===== config.mk =====
export PLATFORM = sky130hd
export DESIGN_NAME = mult_scheduler
export DESIGN_NICKNAME = d
export VERILOG_FILES = /design/src/rtl/mult_sched_pkg.sv /design/src/rtl/rr_arbiter.sv /design/src/rtl/mult_scheduler.sv
export SDC_FILE = /design/constraint.sdc
export NUM_CORES = 1
export LEC_CHECK = 0
export BUFFER_PORTS_ARGS = -buffer_cell sky130_fd_sc_hd__buf_2
export CAP_MARGIN = 20
export CORE_ASPECT_RATIO = 1.1
export CORE_MARGIN = 1.5
export CORE_UTILIZATION = 43
export CTS_CLUSTER_SIZE = 14
export DETAILED_ROUTE_END_ITERATION = 10
export PLACE_DENSITY = 0.82
export SYNTH_ARGS = -nofsm -noshare
export SYNTH_HDL_FRONTEND = slang
export SYNTH_HIERARCHICAL = 1
export SYNTH_SLANG_ARGS = --single-unit

===== constraint.sdc =====
create_clock -name clk -period 4.2 [get_ports clk]
set_input_delay 0.21 -clock clk [delete_from_list [all_inputs] [get_ports clk]]
set_output_delay 0.21 -clock clk [all_outputs]
set_load 0.005 [all_outputs]

===== src/rtl/mult_sched_pkg.sv =====
// -----------------------------------------------------------------------------
// mult_sched_pkg
// Shared definitions for the multiplier scheduler:
//   - sched_state_e : scheduler FSM states
//   - DEF_WIDTH     : default operand width
//   - DEF_NUM_REQ   : default number of requesters
//   - id_w()        : width of an index into n items (at least 1 bit)
// -----------------------------------------------------------------------------
package mult_sched_pkg;

    localparam int DEF_WIDTH   = 16;
    localparam int DEF_NUM_REQ = 4;

    typedef enum logic [1:0] {
        IDLE  = 2'd0,
        ISSUE = 2'd1,
        WAIT  = 2'd2,
        RESP  = 2'd3
    } sched_state_e;

    // A single-item index still needs one physical bit.
    function automatic int id_w(input int n);
        return (n <= 2) ? 1 : $clog2(n);
    endfunction

endpackage


===== src/rtl/rr_arbiter.sv =====
// -----------------------------------------------------------------------------
// rr_arbiter
// Combinational rotate-priority arbiter. Picks the first asserted request
// strictly after last_grant, wrapping modulo NUM_REQ.
// Ports:
//   req_valid  in  NUM_REQ  request vector
//   last_grant in  ID_W     index granted most recently
//   gnt_onehot out NUM_REQ  one-hot grant (all zero when nothing is valid)
//   gnt_id     out ID_W     index of the grant
//   any        out 1        some request is valid
// -----------------------------------------------------------------------------
module rr_arbiter
    import mult_sched_pkg::*;
#(
    parameter int NUM_REQ = DEF_NUM_REQ,
    parameter int ID_W    = id_w(DEF_NUM_REQ)
) (
    input  logic [NUM_REQ-1:0] req_valid,
    input  logic [ID_W-1:0]    last_grant,
    output logic [NUM_REQ-1:0] gnt_onehot,
    output logic [ID_W-1:0]    gnt_id,
    output logic               any
);

    logic [ID_W-1:0] idx;
    logic            found;

    always_comb begin
        found      = 1'b0;
        gnt_id     = '0;
        gnt_onehot = '0;
        idx        = '0;
        // Offset 1 first, offset NUM_REQ (last_grant itself) last.
        for (int k = 1; k <= NUM_REQ; k++) begin
            idx = ID_W'((int'(last_grant) + k) % NUM_REQ);
            if (!found && req_valid[idx]) begin
                found  = 1'b1;
                gnt_id = idx;
            end
        end
        gnt_onehot[gnt_id] = found;
        any                = found;
    end

endmodule


===== src/rtl/mult_scheduler.sv =====
// -----------------------------------------------------------------------------
// mult_scheduler
// Shares one sequential multiplier among NUM_REQ requesters. One job at a
// time: accept (round-robin) -> start multiplier -> wait for done under a
// watchdog -> present tagged response until accepted.
// Ports:
//   clk, reset (async, active low)
//   req_valid/req_ready          per-requester handshake (ready is one-hot)
//   req_multiplicand/multiplier  packed operands, slice [i*WIDTH +: WIDTH]
//   mul_start                    one-cycle start pulse to the multiplier
//   mul_multiplicand/multiplier  latched operands for the multiplier
//   mul_done/mul_product         multiplier completion and result
//   resp_valid/resp_ready        response handshake
//   resp_id/resp_product/resp_error  response payload
//   busy                         any state other than IDLE
// -----------------------------------------------------------------------------
module mult_scheduler
    import mult_sched_pkg::*;
#(
    parameter int NUM_REQ = DEF_NUM_REQ,
    parameter int WIDTH   = DEF_WIDTH,
    parameter int TIMEOUT = 64
) (
    input  logic                       clk,
    input  logic                       reset,
    input  logic [NUM_REQ-1:0]         req_valid,
    output logic [NUM_REQ-1:0]         req_ready,
    input  logic [NUM_REQ*WIDTH-1:0]   req_multiplicand,
    input  logic [NUM_REQ*WIDTH-1:0]   req_multiplier,
    output logic                       mul_start,
    output logic [WIDTH-1:0]           mul_multiplicand,
    output logic [WIDTH-1:0]           mul_multiplier,
    input  logic                       mul_done,
    input  logic [2*WIDTH-1:0]         mul_product,
    output logic                       resp_valid,
    input  logic                       resp_ready,
    output logic [id_w(NUM_REQ)-1:0]   resp_id,
    output logic [2*WIDTH-1:0]         resp_product,
    output logic                       resp_error,
    output logic                       busy
);

    localparam int ID_W  = id_w(NUM_REQ);
    localparam int CNT_W = id_w(TIMEOUT);

    sched_state_e        state_q, state_d;
    logic [ID_W-1:0]     last_grant_q, last_grant_d;
    logic [ID_W-1:0]     id_q, id_d;
    logic [WIDTH-1:0]    mcand_q, mcand_d;
    logic [WIDTH-1:0]    mplier_q, mplier_d;
    logic [2*WIDTH-1:0]  product_q, product_d;
    logic                error_q, error_d;
    logic [CNT_W-1:0]    cnt_q, cnt_d;

    logic [NUM_REQ-1:0]  req_ready_c;
    logic [NUM_REQ-1:0]  arb_onehot;
    logic [ID_W-1:0]     arb_id;
    logic                arb_any;

    logic [WIDTH-1:0]    req_mc_arr [NUM_REQ];
    logic [WIDTH-1:0]    req_mp_arr [NUM_REQ];
    logic [WIDTH-1:0]    win_mc;
    logic [WIDTH-1:0]    win_mp;

    always_comb begin
        for (int i = 0; i < NUM_REQ; i++) begin
            req_mc_arr[i] = req_multiplicand[i*WIDTH +: WIDTH];
            req_mp_arr[i] = req_multiplier[i*WIDTH +: WIDTH];
        end
    end

    assign win_mc = req_mc_arr[arb_id];
    assign win_mp = req_mp_arr[arb_id];

    rr_arbiter #(
        .NUM_REQ (NUM_REQ),
        .ID_W    (ID_W)
    ) u_arb (
        .req_valid  (req_valid),
        .last_grant (last_grant_q),
        .gnt_onehot (arb_onehot),
        .gnt_id     (arb_id),
        .any        (arb_any)
    );

    always_comb begin
        state_d      = state_q;
        last_grant_d = last_grant_q;
        id_d         = id_q;
        mcand_d      = mcand_q;
        mplier_d     = mplier_q;
        product_d    = product_q;
        error_d      = error_q;
        cnt_d        = cnt_q;
        req_ready_c  = '0;

        unique case (state_q)
            IDLE: begin
                if (arb_any) begin
                    req_ready_c = arb_onehot;
                    id_d        = arb_id;
                    mcand_d     = win_mc;
                    mplier_d    = win_mp;
                    // A zero operand makes the product trivially zero, so the
                    // multiplier is never started for it.
                    if ((win_mc == '0) || (win_mp == '0)) begin
                        product_d = '0;
                        error_d   = 1'b0;
                        state_d   = RESP;
                    end else begin
                        state_d   = ISSUE;
                    end
                end
            end
            ISSUE: begin
                cnt_d   = '0;
                state_d = WAIT;
            end
            WAIT: begin
                // Done is tested first so it wins over a same-cycle timeout.
                if (mul_done) begin
                    product_d = mul_product;
                    error_d   = 1'b0;
                    state_d   = RESP;
                end else if (cnt_q == CNT_W'(TIMEOUT - 1)) begin
                    product_d = '0;
                    error_d   = 1'b1;
                    state_d   = RESP;
                end else begin
                    cnt_d = cnt_q + CNT_W'(1);
                end
            end
            RESP: begin
                if (resp_ready) begin
                    last_grant_d = id_q;
                    state_d      = IDLE;
                end
            end
            default: state_d = IDLE;
        endcase
    end

    always_ff @(posedge clk or negedge reset) begin
        if (!reset) begin
            state_q      <= IDLE;
            last_grant_q <= ID_W'(NUM_REQ - 1);
            id_q         <= '0;
            mcand_q      <= '0;
            mplier_q     <= '0;
            product_q    <= '0;
            error_q      <= 1'b0;
            cnt_q        <= '0;
        end else begin
            state_q      <= state_d;
            last_grant_q <= last_grant_d;
            id_q         <= id_d;
            mcand_q      <= mcand_d;
            mplier_q     <= mplier_d;
            product_q    <= product_d;
            error_q      <= error_d;
            cnt_q        <= cnt_d;
        end
    end

    // The state register sits in IDLE during reset, so the combinational
    // accept path is also gated by the pin to keep req_ready low in reset.
    assign req_ready        = reset ? req_ready_c : '0;
    assign mul_start        = (state_q == ISSUE);
    assign mul_multiplicand = mcand_q;
    assign mul_multiplier   = mplier_q;
    assign resp_valid       = (state_q == RESP);
    assign resp_id          = id_q;
    assign resp_product     = product_q;
    assign resp_error       = error_q;
    assign busy             = (state_q != IDLE);

endmodule


==> out/results.ini <==
[final_layout]
nets = 785
finalInstanceArea_um2 = 6526
final_cell_mix = buf_2 (240), dfrtp_1 (75), a22oi_1 (63)
drive_gt1_share_pct = 56.33
final_common_cell = buf_2
multi_input_area_um2 = 2640
final_cells = 763
diodes = 0
seqCellArea_um2 = 1929
areaGrowthSynthToFinish_pct = 36.22
fin_util_pct = 59.82
fillers = 893

[detailed_routing]
via_per_inst = 5.733
first_pass_iters = 4
wl_per_cell_um = 18.68
ant_nets = 0
wirelength_um = 14250
vias = 4374
drc_errors = 0
dr.first_iter.drc_count = 254

[grt]
grt-busiest-layer = met2
grt_use_met1_pct = 28.82
grt_remaining_overflow = 0
grt_max_degree = 82
grtUsageMet2_pct = 43.11
grt_pass1_wl_um = 22230
track_usage_pct = 23.81
antenna_found_initial = 2
use_met3_pct = 4.914
first_global_vias = 4426

[sta]
period_minus_slack_ps = 3629
max_freq_mhz = 275.6
finalWorstSetupSlack_ps = 571.4
post-route-period-util_pct = 86.39
max_slew.worst_pin.slew_ps = 772.3
clock_skew_ps = 7.962
slew_headroom_pct = 48.51
rsz0062_at_grt = no
setup_viol = 0
slew_violations = 0
tns_ps = 0
hold_viol = 0

[yosys]
synthFlopType = dfrtp_1
synth.area.top_cells = dfrtp_1 (39%), mux4_2 (15%), a22oi_1 (9.9%)
ys_warn_count = 6
synth_fp_nets = 555
synthAdderAreaFrac_pct = 1.567
syn_inst = 381
synthMuxAreaShare_pct = 30.95
yosys.area_share.simple_pct = 6.686
synthesis.area_um2 = 4791
synthDistinctLibCells = 48
synth_top_area_cell = dfrtp_1
synthArstFlopShare_pct = 100.0
syn_avg_cell_area_um2 = 12.57
synth_top_family_by_area = multiplexers
ys_seq_area_share_pct = 40.27
synthXorXnorAreaFrac_pct = 0.3656
ys_ff_latch = 77
synth_compound_area_share_pct = 14.94
synth.top_cell.area_share_pct = 39.17
synth_edf_count = 0

[run_status]
outcome = finished clean

[worst_setup_path]
critPathCaptureType = flop
critPathKind = reg -> reg
crit_required_ps = 4450
worstPathArrival_ps = 3880
critPathLaunchType = flop
ff2ff_setup_slack_ps = 570
crit_fanout = 31

[place]
place_congestion = 0.8442
placed_area_um2 = 6066
place_hpwl_um = 10560
portBuffers = 241
dp_slack_ps = 565.9
dp_cells = 742

[run]
maxCapViolations = 0

[cts]
clock_tree.buffer_depth = 2
htreeDepth = 3
cts_resized = 0
cts_tree = yes
clk_pin_slew_worst_paths_ps = 60
postCtsSetupBuffers = 0
cts_hold_buf = 0
clockRootBuffer = clkbuf_16
cts_made_buffers = 9
clkLatencyLatePin_ps = 330
clock_sinks = 77

[die]
initial_core_util_pct = 43.91
die_area_um2 = 11780
io-pin-count = 242
core-area_um2 = 10910
chipHeight_um = 113.7
fp.dieW_um = 103.6
rows = 40

[min_path]
hp-class = in -> reg

[pwr]
leakagePower_uw = 0.002989
ir_drop_mv = 0.2942
power.density_nw_per_um2 = 703.4

[kinds of logic after synthesis]
logic type               count (synthesis)
flip-flops                              77
multiplexers                           103
adder cells (fa/ha/maj)                  6
XOR/XNOR                                 2
AND/OR/NAND/NOR                         54
AO/OA/AOI/OAI                           97
buffers and inverters                   42
[state kept, by name, indices dropped and copies added, names as in the netlist]
register / count
mul_multiplicand: 16
cnt_q: 6
mul_multiplier: 16
resp_id: 2
state_q: 2
last_grant_q: 2
resp_error: 1
resp_product: 32
[area by class of cell]
type                       count  area share (%)
multi-input combinational    262           40.45
sequential                    77           29.56
timing repair buffer         252           21.43
clock buffer                  10           3.508
tap                          147           2.818
clock inverter                 6           1.706
inverter                       9          0.5176
[per-layer routing]
metal	up-vias	share of wire [%]
met5	-	0.16
li1	1964	-
met4	4	1.2
met2	205	53
met3	18	6.8
met1	2183	39
[worst max-delay path, stage by stage, from the launching register on]
cell	delay, ps
dfstp_2	640
nand2b_1	140
a22oi_1	90
o221ai_4	260
buf_12	280
mux4_2	560
nor4_2	400
nand4_1	270
nand2_4	440
buf_4	240
mux2i_1	190
[path summary, 6_finish.rpt]
kind                                       from                    to  depth (start not counted)
hold / removal                  mul_product[23]      resp_product[23]                          3
hold reg to reg            mul_multiplicand[10]  mul_multiplicand[10]                          1
min in group asynchronous                 reset      resp_product[11]                          2
setup / recovery                last_grant_q[1]      resp_product[27]                         10
max in group asynchronous                 reset       last_grant_q[1]                          3
setup reg to reg                last_grant_q[1]      resp_product[27]                         10
[cell usage after synthesis, drive strengths merged (3+ instances only)]
cell,count
o21ai,7
a21oi,8
clkbuf,23
a221oi,3
nor4,8
buf,10
mux2,38
and3,7
dfrtp,75
ha,6
o2bb2ai,3
nand4,3
nor2,13
mux2i,33
nand2,10
nand2b,5
a22oi,63
inv,9
mux4,32
[stage by stage]
| stage | power (µW) | hold WS [ps] |
|---|---|---|
| floorplan | 2843 | -85.59 |
| global placement | 3504 | 431.9 |
| detailed placement | 3619 | 440.1 |
| CTS | 4523 | 98.41 |
| global route | 4904 | 203.5 |
| finish | 4591 | 186.1 |
[report_power, final]
group          total (µW)  internal (µW)  switching (µW)
clock                 885            581             304
sequential           1370           1100             266
combinational        2340           1240            1100
Note: power is estimated with default switching activity, not from simulation.
